`src/rtl/gyro_direction_detect_pkg.sv`:
```
// Shared types and default constants for the gyro direction detector.
// Imported by the interface, the axis classifier and the top level.
package gyro_dir_pkg;

  typedef enum logic [1:0] {
    AX_NEUTRAL = 2'd0,
    AX_POS     = 2'd1,
    AX_NEG     = 2'd2
  } axis_state_t;

  localparam int DEF_DATA_W    = 16;
  localparam int DEF_TH_ON     = 1000;
  localparam int DEF_TH_OFF    = 600;
  localparam int DEF_PERSIST   = 3;
  localparam int DEF_STALE_CYC = 1000;

endpackage

```
`src/rtl/gyro_direction_detect_if.sv`:
```
// Sample strobe and rate inputs plus direction flag outputs.
// master drives samples, slave is the detector.
interface gyro_direction_detect_if
  import gyro_dir_pkg::*;
#(
  parameter int DATA_W = DEF_DATA_W
);
  logic                     sample_valid;
  logic signed [DATA_W-1:0] rate_x;
  logic signed [DATA_W-1:0] rate_y;
  logic signed [DATA_W-1:0] rate_z;
  logic                     gyroX;
  logic                     gyro_X;
  logic                     gyroY;
  logic                     gyro_Y;
  logic                     gyroZ;
  logic                     gyro_Z;
  logic                     flags_valid;
  logic                     gyro_stale;

  modport master (
    output sample_valid, rate_x, rate_y, rate_z,
    input  gyroX, gyro_X, gyroY, gyro_Y, gyroZ, gyro_Z,
    input  flags_valid, gyro_stale
  );

  modport slave (
    input  sample_valid, rate_x, rate_y, rate_z,
    output gyroX, gyro_X, gyroY, gyro_Y, gyroZ, gyro_Z,
    output flags_valid, gyro_stale
  );

endinterface

```
`src/rtl/gyro_axis_classifier.sv`:
```
// One axis: hysteresis thresholds plus persistence counting.
// All compares are signed against constants, never negating the input.
module gyro_axis_classifier
  import gyro_dir_pkg::*;
#(
  parameter int DATA_W  = DEF_DATA_W,
  parameter int TH_ON   = DEF_TH_ON,
  parameter int TH_OFF  = DEF_TH_OFF,
  parameter int PERSIST = DEF_PERSIST
) (
  input  logic                     clk,
  input  logic                     reset,
  input  logic                     i_force_neutral,
  input  logic                     i_upd,
  input  logic signed [DATA_W-1:0] i_rate,
  output axis_state_t              o_state
);
  localparam int CW = $clog2(PERSIST + 1);
  localparam logic signed [DATA_W-1:0] C_ON_P  = DATA_W'(TH_ON);
  localparam logic signed [DATA_W-1:0] C_ON_N  = DATA_W'(-TH_ON);
  localparam logic signed [DATA_W-1:0] C_OFF_P = DATA_W'(TH_OFF);
  localparam logic signed [DATA_W-1:0] C_OFF_N = DATA_W'(-TH_OFF);
  localparam logic [CW-1:0] C_P   = CW'(PERSIST);
  localparam logic [CW-1:0] C_ONE = CW'(1);

  axis_state_t r_state;
  logic [CW-1:0] r_pos;
  logic [CW-1:0] r_neg;
  logic [CW-1:0] w_pos_inc;
  logic [CW-1:0] w_neg_inc;
  logic w_ge_on;
  logic w_le_non;
  logic w_lt_off;
  logic w_gt_noff;

  assign w_ge_on   = i_rate >= C_ON_P;
  assign w_le_non  = i_rate <= C_ON_N;
  assign w_lt_off  = i_rate <  C_OFF_P;
  assign w_gt_noff = i_rate >  C_OFF_N;
  assign w_pos_inc = (r_pos == C_P) ? r_pos : r_pos + C_ONE;
  assign w_neg_inc = (r_neg == C_P) ? r_neg : r_neg + C_ONE;
  assign o_state   = r_state;

  always_ff @(posedge clk) begin
    if (reset || i_force_neutral) begin
      r_state <= AX_NEUTRAL;
      r_pos   <= '0;
      r_neg   <= '0;
    end else if (i_upd) begin
      r_pos <= '0;
      r_neg <= '0;
      unique case (r_state)
        AX_NEUTRAL: begin
          if (w_ge_on) begin
            if (w_pos_inc == C_P) r_state <= AX_POS;
            else                  r_pos   <= w_pos_inc;
          end else if (w_le_non) begin
            if (w_neg_inc == C_P) r_state <= AX_NEG;
            else                  r_neg   <= w_neg_inc;
          end
        end
        AX_POS: begin
          // a hard swing counts as the first opposite sample
          if (w_lt_off) begin
            if (w_le_non && PERSIST == 1) begin
              r_state <= AX_NEG;
            end else begin
              r_state <= AX_NEUTRAL;
              if (w_le_non) r_neg <= C_ONE;
            end
          end
        end
        AX_NEG: begin
          if (w_gt_noff) begin
            if (w_ge_on && PERSIST == 1) begin
              r_state <= AX_POS;
            end else begin
              r_state <= AX_NEUTRAL;
              if (w_ge_on) r_pos <= C_ONE;
            end
          end
        end
        default: r_state <= AX_NEUTRAL;
      endcase
    end
  end

endmodule

```
`src/rtl/gyro_direction_detect.sv`:
```
// Gyro rate samples to six direction flags for the motor-control FSM.
// Stage 1 registers the sample, stage 2 classifies; a stale timer clears all.
module gyro_direction_detect
  import gyro_dir_pkg::*;
#(
  parameter int DATA_W    = DEF_DATA_W,
  parameter int TH_ON     = DEF_TH_ON,
  parameter int TH_OFF    = DEF_TH_OFF,
  parameter int PERSIST   = DEF_PERSIST,
  parameter int STALE_CYC = DEF_STALE_CYC
) (
  input logic              clk,
  input logic              reset,
  gyro_direction_detect_if.slave bus
);
  localparam int TW = $clog2(STALE_CYC + 1);
  localparam logic [TW-1:0] C_T_MAX = TW'(STALE_CYC);
  localparam logic [TW-1:0] C_T_EXP = TW'(STALE_CYC - 1);

  logic                     r_s1_valid;
  logic signed [DATA_W-1:0] r_s1_x;
  logic signed [DATA_W-1:0] r_s1_y;
  logic signed [DATA_W-1:0] r_s1_z;
  logic [TW-1:0]            r_timer;
  logic                     r_stale;
  logic                     r_flags_valid;
  logic                     w_expire;
  axis_state_t              w_st_x;
  axis_state_t              w_st_y;
  axis_state_t              w_st_z;

  // a strobe landing in the expiry cycle keeps the data fresh
  assign w_expire = !bus.sample_valid && (r_timer == C_T_EXP);

  always_ff @(posedge clk) begin
    if (reset) begin
      r_s1_valid    <= 1'b0;
      r_s1_x        <= '0;
      r_s1_y        <= '0;
      r_s1_z        <= '0;
      r_timer       <= '0;
      r_stale       <= 1'b0;
      r_flags_valid <= 1'b0;
    end else begin
      r_s1_valid    <= bus.sample_valid;
      r_flags_valid <= r_s1_valid;
      if (bus.sample_valid) begin
        r_s1_x <= bus.rate_x;
        r_s1_y <= bus.rate_y;
        r_s1_z <= bus.rate_z;
      end
      if (bus.sample_valid)      r_timer <= '0;
      else if (r_timer != C_T_MAX) r_timer <= r_timer + TW'(1);
      if (w_expire)        r_stale <= 1'b1;
      else if (r_s1_valid) r_stale <= 1'b0;
    end
  end

  gyro_axis_classifier #(
    .DATA_W(DATA_W), .TH_ON(TH_ON), .TH_OFF(TH_OFF), .PERSIST(PERSIST)
  ) u_ax_x (
    .clk(clk), .reset(reset), .i_force_neutral(w_expire),
    .i_upd(r_s1_valid), .i_rate(r_s1_x), .o_state(w_st_x)
  );

  gyro_axis_classifier #(
    .DATA_W(DATA_W), .TH_ON(TH_ON), .TH_OFF(TH_OFF), .PERSIST(PERSIST)
  ) u_ax_y (
    .clk(clk), .reset(reset), .i_force_neutral(w_expire),
    .i_upd(r_s1_valid), .i_rate(r_s1_y), .o_state(w_st_y)
  );

  gyro_axis_classifier #(
    .DATA_W(DATA_W), .TH_ON(TH_ON), .TH_OFF(TH_OFF), .PERSIST(PERSIST)
  ) u_ax_z (
    .clk(clk), .reset(reset), .i_force_neutral(w_expire),
    .i_upd(r_s1_valid), .i_rate(r_s1_z), .o_state(w_st_z)
  );

  assign bus.gyroX       = (w_st_x == AX_POS);
  assign bus.gyro_X      = (w_st_x == AX_NEG);
  assign bus.gyroY       = (w_st_y == AX_POS);
  assign bus.gyro_Y      = (w_st_y == AX_NEG);
  assign bus.gyroZ       = (w_st_z == AX_POS);
  assign bus.gyro_Z      = (w_st_z == AX_NEG);
  assign bus.flags_valid = r_flags_valid;
  assign bus.gyro_stale  = r_stale;

endmodule

```
`src/flat_wrapper.sv`:
```
// flat-port wrapper written by rule: the top's interface ports become plain ports
module gyro_direction_detect_flat import gyro_dir_pkg::*;
#(
  parameter int DATA_W    = DEF_DATA_W,
  parameter int TH_ON     = DEF_TH_ON,
  parameter int TH_OFF    = DEF_TH_OFF,
  parameter int PERSIST   = DEF_PERSIST,
  parameter int STALE_CYC = DEF_STALE_CYC
)
  (clk, reset, bus_sample_valid, bus_rate_x, bus_rate_y, bus_rate_z, bus_gyroX, bus_gyro_X, bus_gyroY, bus_gyro_Y, bus_gyroZ, bus_gyro_Z, bus_flags_valid, bus_gyro_stale);
  gyro_direction_detect_if #(.DATA_W(DATA_W)) bus_i ();
  input logic clk;
  input logic reset;
  input wire logic [$bits(bus_i.sample_valid)-1:0] bus_sample_valid;
  input wire logic [$bits(bus_i.rate_x)-1:0] bus_rate_x;
  input wire logic [$bits(bus_i.rate_y)-1:0] bus_rate_y;
  input wire logic [$bits(bus_i.rate_z)-1:0] bus_rate_z;
  output wire logic [$bits(bus_i.gyroX)-1:0] bus_gyroX;
  output wire logic [$bits(bus_i.gyro_X)-1:0] bus_gyro_X;
  output wire logic [$bits(bus_i.gyroY)-1:0] bus_gyroY;
  output wire logic [$bits(bus_i.gyro_Y)-1:0] bus_gyro_Y;
  output wire logic [$bits(bus_i.gyroZ)-1:0] bus_gyroZ;
  output wire logic [$bits(bus_i.gyro_Z)-1:0] bus_gyro_Z;
  output wire logic [$bits(bus_i.flags_valid)-1:0] bus_flags_valid;
  output wire logic [$bits(bus_i.gyro_stale)-1:0] bus_gyro_stale;
  assign bus_i.sample_valid = bus_sample_valid;
  assign bus_i.rate_x = bus_rate_x;
  assign bus_i.rate_y = bus_rate_y;
  assign bus_i.rate_z = bus_rate_z;
  assign bus_gyroX = bus_i.gyroX;
  assign bus_gyro_X = bus_i.gyro_X;
  assign bus_gyroY = bus_i.gyroY;
  assign bus_gyro_Y = bus_i.gyro_Y;
  assign bus_gyroZ = bus_i.gyroZ;
  assign bus_gyro_Z = bus_i.gyro_Z;
  assign bus_flags_valid = bus_i.flags_valid;
  assign bus_gyro_stale = bus_i.gyro_stale;
  gyro_direction_detect #(.DATA_W(DATA_W), .TH_ON(TH_ON), .TH_OFF(TH_OFF), .PERSIST(PERSIST), .STALE_CYC(STALE_CYC)) u_core (.clk(clk), .reset(reset), .bus(bus_i));
endmodule
```
`config.mk`:
```
export PLATFORM = sky130hd
export DESIGN_NAME = gyro_direction_detect_flat
export DESIGN_NICKNAME = d
export VERILOG_FILES = /design/src/rtl/gyro_direction_detect_pkg.sv /design/src/rtl/gyro_direction_detect_if.sv /design/src/rtl/gyro_axis_classifier.sv /design/src/rtl/gyro_direction_detect.sv /design/src/flat_wrapper.sv
export SDC_FILE = /design/constraint.sdc
export NUM_CORES = 1
export LEC_CHECK = 0
export BUFFER_PORTS_ARGS = -buffer_cell sky130_fd_sc_hd__buf_2
export CAP_MARGIN = 20
export CORE_ASPECT_RATIO = 1.4
export CORE_MARGIN = 10
export CORE_UTILIZATION = 50
export DETAILED_ROUTE_END_ITERATION = 8
export PLACE_DENSITY = 0.77
export SETUP_SLACK_MARGIN = 0.5
export SLEW_MARGIN = 20
export SYNTH_ARGS = -nofsm -noshare
export SYNTH_HDL_FRONTEND = slang
export SYNTH_SLANG_ARGS = --single-unit
```
`constraint.sdc`:
```
create_clock -name clk -period 2.5 [get_ports clk]
set_input_delay 0.5 -clock clk [delete_from_list [all_inputs] [get_ports clk]]
set_output_delay 0.5 -clock clk [all_outputs]
set_load 0.01 [all_outputs]
```
After elaboration in Yosys (flattened, before gate mapping)
Cells that the tools add are included.
{"block": "op_classes", "n_addsub": 7, "reduce_logical": 11, "magnitude_cmp": 12, "muxes": 62, "eq_ne": 35}
{"op": "2-to-1 mux 2 bit", "n": 39}
{"op": "greater-or-equal comparator 16 x 11 -> 1 bit (second input constant)", "n": 3}
{"op": "greater-than comparator 16 x 11 -> 1 bit (second input constant)", "n": 3}
{"op": "less-or-equal comparator 16 x 11 -> 1 bit (second input constant)", "n": 3}
{"op": "less-than comparator 16 x 11 -> 1 bit (second input constant)", "n": 3}
{"op": "equality test 2 bit (second input constant)", "n": 15}
{"op": "inequality test 3 bit (second input constant)", "n": 9}
{"op": "case mux 2 bit (2 select lines)", "n": 6}
{"op": "case mux 2 bit (3 select lines)", "n": 3}
{"op": "AND reduction 6 bit", "n": 3}
{"op": "2-to-1 mux 1 bit", "n": 14}
{"op": "adder 2 x 1 -> 2 bit (second input constant)", "n": 6}
{"op": "inequality test 2 x 1 -> 1 bit (second input constant)", "n": 6}
{"op": "adder 10 x 1 -> 10 bit (second input constant)", "n": 1}
{"op": "equality test 10 bit (second input constant)", "n": 1}
{"op": "inequality test 10 bit (second input constant)", "n": 1}
{"op": "equality test 2 x 1 -> 1 bit (second input constant)", "n": 3}
{"op": "logical NOT 2 bit", "n": 3}
{"op": "nonzero test 2 bit", "n": 1}
{"op": "OR reduction 2 bit", "n": 1}
{"op": "logical AND 1 bit", "n": 1}
{"op": "logical NOT 1 bit", "n": 1}
{"op": "logical OR 1 bit", "n": 1}
{"block": "word_totals", "elab_cells": 143, "regBits": 79, "output_inout_bits": 8}

Logic depth before layout (Yosys ltp)
Gate-level depths: netlist of run 1.
{"block": "depth", "depth_word": 7, "ltp_mapped": 7}

By module
Synthesis of run 1 repeated with hierarchy kept, for this count alone.
{"block": "unflattened", "hier_cells": 428, "hier_area_um2": 3798.6}
{"module": "gyro_direction_detect", "instances": 1, "area_per_inst_um2": 2323.5, "cells_per_inst": 230}
{"module": "gyro_axis_classifier at u_core.u_ax_x ...", "instances": 2, "area_per_inst_um2": 483.0, "cells_per_inst": 65}
{"module": "gyro_axis_classifier at u_core.u_ax_z", "instances": 1, "area_per_inst_um2": 509.2, "cells_per_inst": 68}

Least setup slack after synthesis of run 1
No wires, ideal clock.
{"block": "synth_path", "path_kind": "reg2reg", "from": "register u_core.r_timer[6]", "to": "register u_core.u_ax_x.r_neg[0]", "setup_time_ps": 117, "slack_ps": 463, "required_ps": 2383, "period_less_slack_ps": 2037, "stages_incl_launch_ff": 7, "path_buffers": 1, "arrival_ps": 1919, "cell_sequence": "dfxtp_1 nand2_1 or4_1 or4_1 nor2b_1 buf_6 a32o_2"}
{"block": "synth_via", "elab_chain_len": 3}
{"element": "start, declared", "line": "gyro_direction_detect.sv:24", "rtl": "logic [TW-1:0] r_timer;"}
{"element": "start signal, assigned", "line": "gyro_direction_detect.sv:53", "rtl": "else if (r_timer != C_T_MAX) r_timer <= r_timer + TW'(1);"}
{"element": "equality test 10 bit", "line": "gyro_direction_detect.sv:33", "rtl": "assign w_expire = !bus.sample_valid && (r_timer == C_T_EXP);"}
{"element": "logical AND 1 bit", "line": "gyro_direction_detect.sv:33"}
{"element": "logical OR 1 bit", "line": "gyro_axis_classifier.sv:45", "rtl": "if (reset || i_force_neutral) begin"}
{"element": "end signal, assigned", "line": "gyro_axis_classifier.sv:59", "rtl": "else r_neg <= w_neg_inc;"}
{"element": "end, declared", "line": "gyro_axis_classifier.sv:28", "rtl": "logic [CW-1:0] r_neg;"}
No other way between the ends.
A chain may end at the register's enable or synchronous reset.

Worst setup path in the final report of run 1
{"block": "layout_path", "from": "register u_core.r_s1_x[0]", "to": "register u_core.u_ax_x.r_neg[0]"}
{"block": "layout_via", "elab_chain_len": 4, "elab_cells_between_ends": 8}
{"element": "start, declared", "line": "gyro_direction_detect.sv:21", "rtl": "logic signed [DATA_W-1:0] r_s1_x;"}
{"element": "start signal, assigned", "line": "gyro_direction_detect.sv:48", "rtl": "r_s1_x <= bus.rate_x;"}
{"element": "less-or-equal comparator 16 x 11 -> 1 bit", "line": "gyro_axis_classifier.sv:37", "rtl": "assign w_le_non = i_rate <= C_ON_N;"}
{"element": "2-to-1 mux 1 bit or 2-to-1 mux 2 bit (tied branches)", "line": "gyro_axis_classifier.sv:69, gyro_axis_classifier.sv:57"}
{"element": "2-to-1 mux 1 bit or 2-to-1 mux 2 bit (tied branches)", "line": "gyro_axis_classifier.sv:64, gyro_axis_classifier.sv:54"}
{"element": "case mux 2 bit (2 select lines) (*)", "line": "gyro_axis_classifier.sv:52", "rtl": "unique case (r_state)"}
Mark *: on every way between the ends. The rest lies on a longest branch, timed or not.

==> reports/results.txt, run 1 <==
Status -> completed
Final slew viol count -> 0
Post-Synthesis Cells -> 420
Detailed Route Iter0 Violations -> 143
WL final -> 8.27 mm
Clk sinks -> 79
Synth Area in Adders -> 0.686%
Routed Antenna Nets -> 0
Compound-cell area share of the yosys netlist -> 12.4%
Pin count of the biggest net entering global routing -> 51
Wire length per cell -> 14.5 um
Vias -> 3154
Top_reg_cell synth -> dfxtp_1
Vias per cell -> 5.53
Critical path startpoint category -> flip-flop
Dpl ws -> 0.379 ns
Synth Register Bits -> 79
Final-report setup violation count -> 0
Number of cell rows -> 36
Gp weighted congestion -> 0.894
CTS tree -> done
RSZ-0062 raised after global routing -> true
Slew HR -> 46.4%
DP Wirelength -> 6.10 mm
DRC viols -> 0
Post-synthesis mux area share -> 14.3%
Clk_skew -> 0.00902 ns
Die ar. -> 0.0112 mm2
Sequential area share after synthesis -> 43.4%
Main combinational cell family by area after synthesis -> simple AND/OR/NAND/NOR gates
Worst Hold Class -> in -> reg
Reg2Reg Depth -> 5
Die height -> 121 um
Clock Pin Slew Worst Setup and Hold Paths -> 0.07 ns
WP data required -> 2.80 ns
Mapped Avg Cell Area -> 8.68 um2
Remaining Overflow, GRT -> 0
Post-route clock period utilization -> 81.9%
# Max-Cap Violations -> 0
H-tree levels -> 3
Yosys warnings -> 0
Netlist cell types -> 55
Max Buffers Root-to-Sink -> 2
Mapped Area -> 0.00365 mm2
Hold Crit Depth -> 3
Root Buffer -> clkbuf_8
Initial antenna violation count -> 0
Layout cells sized above 1 -> 20.2%
Most common cell after layout, fill and taps aside -> dfxtp_1
CP arrival -> 2.35 ns
Xor/xnor share of the synthesized area -> 1.68%
Period minus WS final -> 2.05 ns
Setup crit end kind -> flip-flop
Register area -> 0.00158 mm2
Vias in the first global route -> 3079
Measured slew at the worst slew-check pin -> 0.804 ns
Global-route wire length before repair -> 13.9 mm
Nets@finish -> 526
Synth area leaders -> dfxtp_1 (43%), mux2i_1 (14%), nor2_1 (7.8%)
Final setup margin -> 0.453 ns
Fin. Hold Viols -> 0
Final TNS setup -> 0 ns
Most frequent cells in the layout -> dfxtp_1 (77), nor2_1 (76), buf_2 (58), mux2i_1 (52), nand2_1 (30)
DR pass1 iterations -> 4
Global-route usage over all layers -> 14.9%
Classification of the worst setup path -> reg -> reg
Starting Density -> 51.9%
Core region area -> 0.00703 mm2
Lkg Pwr -> 1.78 nW
Synth Area in Simple Gates -> 23.7%
Crit Path Max Fanout -> 2
Clk_lat worst skew -> 0.35 ns
Post-synth ARST share -> 0%
# IOs -> 59
Fill count -> 652
Num CTS Buffers -> 9
Synthesized Nets -> 473
Post-synth EDFFs -> 0
Final Util -> 60.3%
Port bufs -> 58
Area growth syn-to-layout -> 16.3%
Multi-input gate area -> 0.00199 mm2
F_max -> 489 MHz
Maximum vdd drop -> 0.382 mV
Power per cell area -> 601 mW/mm2
Area leader, netlist -> dfxtp_1
DIE WIDTH -> 92.2 um
Antenna cells -> 0
Yosys top cell area share -> 43.4%
per-stage QoR:
step | power (mW) | std cells | cell area, um2 | hold slack [ns]
after floorplan | 1.60 | 420 | 3650 | 0.452
after global placement | 1.69 | 556 | 4010 | 0.467
after detailed placement | 1.70 | 556 | 4010 | 0.473
after CTS | 2.56 | 569 | 4180 | 0.367
after global routing | 2.67 | 570 | 4240 | 0.383
final | 2.55 | 570 | 4240 | 0.379
timing repair:
item / CTS / global route
pin swaps: 1 / 5
buffers inserted: 0 / 1
resized for setup: 1 / 14
hold buffers: 0 / 0
endpoints found under the setup margin: 10 / 18
metal layers:
layer,vias to the layer above,wire [um],track usage (%)
met5,-,0,0
met4,0,131,6.19
met3,14,521,5.51
met2,79,4100,25.3
met1,1458,3510,16.4
li1,1603,-,-
where the power goes:
group / switching [mW] / internal, mW
sequential: 0.0635 / 1.32
clock: 0.422 / 0.444
combinational: 0.158 / 0.146
total: 0.644 / 1.91
state kept, by name, indices dropped and copies added (netlist names):
name                    cells
u_core.r_s1_x              16
u_core.r_s1_y              16
u_core.r_s1_z              16
u_core.r_timer             10
u_core.u_ax_x.o_state       2
u_core.u_ax_x.r_neg         2
u_core.u_ax_x.r_pos         2
u_core.u_ax_y.o_state       2
u_core.u_ax_y.r_neg         2
u_core.u_ax_y.r_pos         2
u_core.u_ax_z.o_state       2
u_core.u_ax_z.r_neg         2
u_core.u_ax_z.r_pos         2
u_core.bus.flags_valid      1
u_core.bus.gyro_stale       1
u_core.r_s1_valid           1
worst paths after layout:
| kind | startpoint | to | slack [ns] |
|---|---|---|---|
| setup reg to reg | u_core.r_s1_x[0]$_SDFFE_PP0P_ | u_core.u_ax_x.r_neg[0]$_SDFFE_PP0P_ | 0.45 |
| hold / removal | bus_rate_y[15] | u_core.r_s1_y[15]$_SDFFE_PP0P_ | 0.38 |
| hold reg to reg | u_core.u_ax_z.r_pos[1]$_SDFFE_PP0P_ | u_core.u_ax_z.r_pos[1]$_SDFFE_PP0P_ | 0.48 |
| setup / recovery | u_core.r_s1_x[0]$_SDFFE_PP0P_ | u_core.u_ax_x.r_neg[0]$_SDFFE_PP0P_ | 0.45 |
layout make-up:
type,instances,area share [%]
repair buffers,64,7.91
flip-flops and latches,79,37.4
clock buffers,11,3.10
well taps,95,2.80
inverters,13,1.15
multi-input cells,306,46.9
clock inverters,2,0.826
worst max-delay path, cell delays in order, from the launching register on:
cell and delay, ns:
dfxtp_1 0.31, or4_4 0.52, or3_4 0.34, or3_4 0.36, a2111oi_4 0.30, a32o_2 0.16
synthesized netlist by cell type (all sizes together) (3+ instances only):
cell     instances
o211ai           3
o2111ai          4
nor2            76
nor3            14
nor2b            6
a21oi           22
and3             6
clkbuf          17
dfxtp           79
buf              5
xor2             4
nor4             6
nand3           10
o21ai            8
a211oi           3
or4              8
xnor2            3
nand2           31
nand4b           3
inv             13
nand4            9
or3              3
mux2i           52
kinds of logic after synthesis:
kind of cell,Yosys count
flip-flops,79
AO/OA/AOI/OAI,64
adder cells (fa/ha/maj),2
XOR/XNOR,7
AND/OR/NAND/NOR,181
multiplexers,52
buffers and inverters,35
(Power assumes the default switching activity.)
==> inputs of run 2 (changes only) <==
--- a/config.mk
+++ b/config.mk
@@ -11,7 +11,7 @@
 export CORE_MARGIN = 10
 export CORE_UTILIZATION = 50
 export DETAILED_ROUTE_END_ITERATION = 8
-export PLACE_DENSITY = 0.77
+export PLACE_DENSITY = 0.8
 export SETUP_SLACK_MARGIN = 0.5
 export SLEW_MARGIN = 20
 export SYNTH_ARGS = -nofsm -noshare
==> constraint.sdc (replaced) <==
create_clock -name clk -period 1.7 [get_ports clk]
set_input_delay 0.34 -clock clk [delete_from_list [all_inputs] [get_ports clk]]
set_output_delay 0.34 -clock clk [all_outputs]
set_load 0.01 [all_outputs]
==> run 2 against run 1 <==
Final cell count is 10% higher. Total power is 64% higher. Largest power group unchanged. Design area is 19% higher. The run now ends with negative setup slack left. First-iteration DRC count stayed put. Maximum frequency is 0.68% lower. Global-route usage is 1.8 points higher.
==> reports/results.txt, run 2 (same netlist as run 1, synthesis figures left out) <==
# IOs -> 59 (unchanged)
Slew HR -> 57.2% (+11 points)
Global-route usage over all layers -> 16.7% (+1.8 points)
Global-route wire length before repair -> 15.7 mm (+13%)
Nets@finish -> 582 (+11%)
Gp weighted congestion -> 0.912 (+2.1%)
Num CTS Buffers -> 9 (unchanged)
Number of cell rows -> 36 (unchanged)
Die ar. -> 0.0112 mm2 (unchanged)
Measured slew at the worst slew-check pin -> 0.637 ns (-0.167 ns)
Failing checks -> negative setup slack
Most common cell after layout, fill and taps aside -> nor2_1
Detailed Route Iter0 Violations -> 143 (unchanged)
Vias per cell -> 5.58 (+0.91%)
Routed Antenna Nets -> 0 (unchanged)
CP arrival -> 2.36 ns (about the same)
Starting Density -> 51.9% (unchanged)
Vias in the first global route -> 3548 (+15%)
Core region area -> 0.00703 mm2 (unchanged)
Reg-to-reg slack, setup -> -0.36 ns (-0.81 ns)
Lkg Pwr -> 2.16 nW (+21%)
Fill count -> 504 (-23%)
Sw Pwr -> 1.03 mW (+61%)
Layout cells sized above 1 -> 39.3% (+19 points)
Final Util -> 71.7% (+11 points)
Post-route clock period utilization -> 121% (+39 points)
Sequential power share -> 48.0% (-6.1 points)
Largest registers -> u_core.r_s1_x: 16 flops, u_core.r_s1_y: 16 flops, u_core.r_s1_z: 16 flops
DP Wirelength -> 6.51 mm (+6.6%)
Clk sinks -> 79 (unchanged)
Setup crit end kind -> flip-flop
Pin count of the biggest net entering global routing -> 51 (unchanged)
Status -> complete, but fails checks
Port bufs -> 58 (unchanged)
Classification of the worst setup path -> reg -> reg
Power per cell area -> 829 mW/mm2 (+38%)
DRC viols -> 0 (unchanged)
Internal power -> 3.14 mW (+65%)
Maximum vdd drop -> 0.664 mV (+74%)
Most frequent cells in the layout -> nor2_1 (74), dfxtp_1 (61), buf_2 (55), mux2i_1 (52), buf_4 (51)
Post-CTS Hold Buffers -> 0 (unchanged)
Period minus WS final -> 2.06 ns (+0.0141 ns)
Worst Hold Class -> in -> reg
Clk_skew -> 0.0107 ns (+0.00166 ns)
Max Buffers Root-to-Sink -> 2 (unchanged)
Hold slack -> 0.220 ns (-0.159 ns)
Sw frac -> 24.8% (-0.47 points)
Final slew viol count -> 0 (unchanged)
Clock power frac -> 36.5% (+2.5 points)
# Max-Cap Violations -> 0 (unchanged)
Die height -> 121 um (unchanged)
CTS tree -> done
Vias -> 3512 (+11%)
Area growth syn-to-layout -> 38.1%
Initial antenna violation count -> 0 (unchanged)
Fin. Hold Viols -> 0 (unchanged)
Final setup margin -> -0.361 ns (-0.814 ns)
F_max -> 485 MHz (-0.68%)
Final-report setup violation count -> 18 (+18)
Crit Path Max Fanout -> 2 (unchanged)
Comb pwr share -> 15.5% (+3.6 points)
Wire length per cell -> 15.4 um (+6.3%)
DR pass1 iterations -> 4 (unchanged)
Remaining Overflow, GRT -> 0 (unchanged)
Root Buffer -> clkbuf_8
Clk_lat worst skew -> 0.35 ns (about the same)
H-tree levels -> 3 (unchanged)
RSZ-0062 raised after global routing -> true
WP data required -> 2.00 ns (-0.80 ns)
Clock Pin Slew Worst Setup and Hold Paths -> 0.08 ns (about the same)
Antenna cells -> 0 (unchanged)
Critical path startpoint category -> flip-flop
WL final -> 9.70 mm (+17%)
DIE WIDTH -> 92.2 um (unchanged)
-- run 2: cell count changes in the layout (fill, tap and decap cells not counted), sizes merged --
cell,delta
buf,+56
clkbuf,+3
-- run 2: area by class of cell --
class,count,area (um2),share of cell area [%]
Clock buffer,14,193,3.83
Multi-Input combinational cell,306,2180,43.3
Timing Repair Buffer,120,841,16.7
Clock inverter,2,35.0,0.696
Tap cell,95,119,2.36
Sequential cell,79,1620,32.1
Inverter,13,51.3,1.02
-- run 2: path summary, 6_finish.rpt --
path / start / endpoint / cells after the start
worst min register to register: u_core.r_s1_y[2]$_SDFFE_PP0P_ / u_core.r_s1_y[2]$_SDFFE_PP0P_ / 2
worst max register to register: u_core.r_s1_x[0]$_SDFFE_PP0P_ / u_core.u_ax_x.r_neg[0]$_SDFFE_PP0P_ / 5
worst min-delay path: bus_rate_z[5] / u_core.r_s1_z[5]$_SDFFE_PP0P_ / 3
worst max-delay path: u_core.r_s1_x[0]$_SDFFE_PP0P_ / u_core.u_ax_x.r_neg[0]$_SDFFE_PP0P_ / 5
-- run 2: per-stage QoR --
stage	setup WS (ns)	power, mW	TNS [ns]	instances	area, um2
after floorplan	-0.277	2.36	-2.42	420	3710
after global placement	-0.344	2.57	-1.68	603	4410
after detailed placement	-0.384	2.59	-2.40	603	4410
after CTS	-0.408	4.15	-3.30	627	4900
after global routing	-0.417	4.35	-4.47	629	5030
final	-0.361	4.17	-3.19	629	5030
-- run 2: repair_timing --
action,4_1_cts,5_1_grt
resized for setup,56,34
endpoints found under the setup margin,31,32
pin swaps,13,21
buffers inserted,8,2
-- run 2: worst max-delay path: stages, from the launching register on --
cell and delay, ns:
dfxtp_1 0.32, or4_4 0.54, or3_4 0.34, or3_4 0.37, a2111oi_4 0.30, a32o_2 0.15
-- run 2: power groups by stage --
stage | Combinational, mW | Sequential (mW) | Clock (mW)
after global routing | 0.707 | 2.02 | 1.63
after CTS | 0.594 | 2.00 | 1.55
after floorplan | 0.329 | 2.03 | 0
after global placement | 0.532 | 2.04 | 0
after detailed placement | 0.549 | 2.04 | 0
final | 0.646 | 2.00 | 1.52
-- run 2: per-layer routing --
layer / share of wire (%) / track usage (%) / up-vias
li1: - / - / 1712
met1: 39 / 17.6 / 1673
met2: 52 / 29.9 / 101
met3: 5.5 / 4.89 / 26
met4: 3.2 / 7.25 / 0
met5: 0 / 0 / -
==> inputs of run 3 (changes only) <==
--- a/config.mk
+++ b/config.mk
@@ -6,12 +6,11 @@
 export NUM_CORES = 1
 export LEC_CHECK = 0
 export BUFFER_PORTS_ARGS = -buffer_cell sky130_fd_sc_hd__buf_2
-export CAP_MARGIN = 20
 export CORE_ASPECT_RATIO = 1.4
 export CORE_MARGIN = 10
 export CORE_UTILIZATION = 50
 export DETAILED_ROUTE_END_ITERATION = 8
-export PLACE_DENSITY = 0.8
+export PLACE_DENSITY = 0.77
 export SETUP_SLACK_MARGIN = 0.5
 export SLEW_MARGIN = 20
 export SYNTH_ARGS = -nofsm -noshare
==> constraint.sdc (replaced) <==
create_clock -name clk -period 2.4 [get_ports clk]
set_input_delay 0.48 -clock clk [delete_from_list [all_inputs] [get_ports clk]]
set_output_delay 0.48 -clock clk [all_outputs]
set_load 0.01 [all_outputs]
==> run 3 against run 2 <==
The run now ends clean. Maximum frequency up 1.4%. Routed wire length is 15% lower. Core utilization shrank 9.7 points. Sequential share of layout area is 4.3 points higher. Clock power fell by 22%. Total power down 29%. Die area unchanged. Combinational power is 51% lower. Critical endpoint unchanged. Global-route usage shrank 1.8 points. First-iteration DRC count rose by 15%. Final cell count fell by 8.7%. Clock-buffer cell count fell by 4.
==> reports/results.txt, run 3 (same netlist as run 1, synthesis figures left out) <==
WP data required -> 2.71 ns (+0.71 ns)
Comb pwr share -> 10.8% (-4.7 points)
Slowest CP cell -> or4_1
Fin. Hold Viols -> 0 (unchanged)
Buf/Inv on CP -> 0 (unchanged)
Clk_lat worst skew -> 0.36 ns (about the same)
Wire length per cell -> 14.4 um (-6.5%)
Power per cell area -> 676 mW/mm2 (-18%)
Final Util -> 62.0% (-9.7 points)
Sequential power share -> 48.8% (+0.8 points)
Crit Path Max Fanout -> 2 (unchanged)
Largest registers -> u_core.r_s1_x: 16 flops, u_core.r_s1_y: 16 flops, u_core.r_s1_z: 16 flops
Num CTS Buffers -> 9 (unchanged)
DRC viols -> 0 (unchanged)
Routed Antenna Nets -> 0 (unchanged)
Classification of the worst setup path -> reg -> reg
F_max -> 492 MHz (+1.4%)
Sw frac -> 24.0% (-0.75 points)
Final slew viol count -> 0 (unchanged)
Layout cells sized above 1 -> 22.5% (-17 points)
Port bufs -> 58 (unchanged)
Pin count of the biggest net entering global routing -> 51 (unchanged)
Nets@finish -> 527 (-9.5%)
Critical path startpoint category -> flip-flop
Core region area -> 0.00703 mm2 (unchanged)
DIE WIDTH -> 92.2 um (unchanged)
CTS tree -> done
Most frequent cells in the layout -> nor2_1 (76), dfxtp_1 (76), buf_2 (58), mux2i_1 (52), nand2_1 (30)
Final TNS setup -> 0 ns (+3.19 ns)
Initial antenna violation count -> 0 (unchanged)
Final-report setup violation count -> 0 (-18)
Sw Pwr -> 708 uW (-32%)
Antenna cells -> 0 (unchanged)
Period minus WS final -> 2.03 ns (-0.0280 ns)
Clock power frac -> 40.4% (+3.9 points)
Number of cell rows -> 36 (unchanged)
# IOs -> 59 (unchanged)
Max incr delay on CP -> 0.51 ns (-0.03 ns)
Vias in the first global route -> 3154 (-11%)
# Max-Cap Violations -> 0 (unchanged)
Placed instance count -> 555 (-8.0%)
Clock Pin Slew Worst Setup and Hold Paths -> 0.08 ns (about the same)
Die height -> 121 um (unchanged)
Root Buffer -> clkbuf_8
Measured slew at the worst slew-check pin -> 0.803 ns (+0.166 ns)
Detailed Route Iter0 Violations -> 164 (+15%)
Internal power -> 2.24 mW (-29%)
Remaining Overflow, GRT -> 0 (unchanged)
Maximum vdd drop -> 0.709 mV (+6.8%)
DR pass1 iterations -> 4 (unchanged)
Gp weighted congestion -> 0.888 (-2.7%)
Clk sinks -> 79 (unchanged)
RSZ-0062 raised after global routing -> true
DP Wirelength -> 6.04 mm (-7.2%)
Die ar. -> 0.0112 mm2 (unchanged)
Starting Density -> 51.9% (unchanged)
Post-CTS Hold Buffers -> 0 (unchanged)
Slew HR -> 46.5% (-11 points)
Power Total -> 2.95 mW (-29%)
Status -> completed
Area growth syn-to-layout -> 19.5%
Lkg Pwr -> 1.83 nW (-15%)
Critical path, cell by cell -> or4_1 -> or3_1 -> or3_4 -> a2111oi_4 -> a32o_2
Fin cells -> 574 (-8.7%)
Worst Hold Class -> in -> reg
Max Buffers Root-to-Sink -> 2 (unchanged)
Top delay family on crit path -> simple AND/OR/NAND/NOR gates
WL final -> 8.28 mm (-15%)
Post-route clock period utilization -> 84.7% (-37 points)
H-tree levels -> 3 (unchanged)
Global-route wire length before repair -> 13.9 mm (-11%)
Vias per cell -> 5.57 (-0.31%)
Clk_skew -> 0.0102 ns (-0.000475 ns)
Setup crit end kind -> flip-flop
Global-route usage over all layers -> 14.9% (-1.8 points)
CP arrival -> 2.34 ns (-0.02 ns)
Vias -> 3195 (-9.0%)
-- run 3: cell count changes in the layout (fill, tap and decap cells not counted), sizes merged --
cell	delta
buf	-55
clkbuf	-4
bufinv	+2
clkinv	+1
clkinvlp	+1
-- run 3: power by group through the flow --
stage,clock network (mW),logic [mW],registers [mW]
CTS,1.22,0.310,1.43
floorplan,0,0.227,1.44
finish,1.19,0.318,1.44
global route,1.27,0.357,1.45
detailed placement,0,0.303,1.46
global placement,0,0.296,1.46
-- run 3: cell type report --
class | count | area (um2)
fill | 608 | 2670
multi-input combinational | 306 | 2010
clock inverter | 6 | 108
clock buffer | 10 | 138
sequential | 79 | 1590
timing repair buffer | 65 | 343
inverter | 13 | 48.8
tap | 95 | 119
-- run 3: worst paths after layout --
kind | start | end | slack, ns | cells past startpoint
max | u_core.r_s1_x[0]$_SDFFE_PP0P_ | u_core.u_ax_x.r_neg[0]$_SDFFE_PP0P_ | 0.37 | 5
min | bus_rate_z[9] | u_core.r_s1_z[9]$_SDFFE_PP0P_ | 0.36 | 3
max reg2reg | u_core.r_s1_x[0]$_SDFFE_PP0P_ | u_core.u_ax_x.r_neg[0]$_SDFFE_PP0P_ | 0.37 | 5
min reg2reg | u_core.u_ax_z.r_pos[1]$_SDFFE_PP0P_ | u_core.u_ax_z.r_pos[1]$_SDFFE_PP0P_ | 0.48 | 2
-- run 3: timing repair --
action | 4_1_cts | 5_1_grt
cloned | 0 | 0
buffers inserted | 3 | 0
setup endpoints to repair | 14 | 16
gates resized for setup | 9 | 13
pin swaps | 3 | 8
-- run 3: worst register-to-register path: stages, from the launching register on --
cell	delay [ns]
dfxtp_1	0.31
or4_1	0.51
or3_1	0.34
or3_4	0.37
a2111oi_4	0.30
a32o_2	0.16
-- run 3: per-stage QoR --
stage | cell area, um2 | setup WS, ns | hold slack (ns)
finish | 4360 | 0.367 | 0.358
global route | 4360 | 0.316 | 0.356
CTS | 4310 | 0.305 | 0.345
detailed placement | 4000 | 0.322 | 0.473
global placement | 4000 | 0.365 | 0.467
floorplan | 3660 | 0.423 | 0.452
-- run 3: routing by layer --
layer | global-route usage (%) | share of wire (%) | vias to the layer above
met1 | 15.8 | 41 | 1489
met3 | 5.02 | 6.5 | 13
li1 | - | - | 1612
met5 | 0 | 0 | -
met4 | 7.35 | 2.3 | 0
met2 | 25.9 | 50 | 81
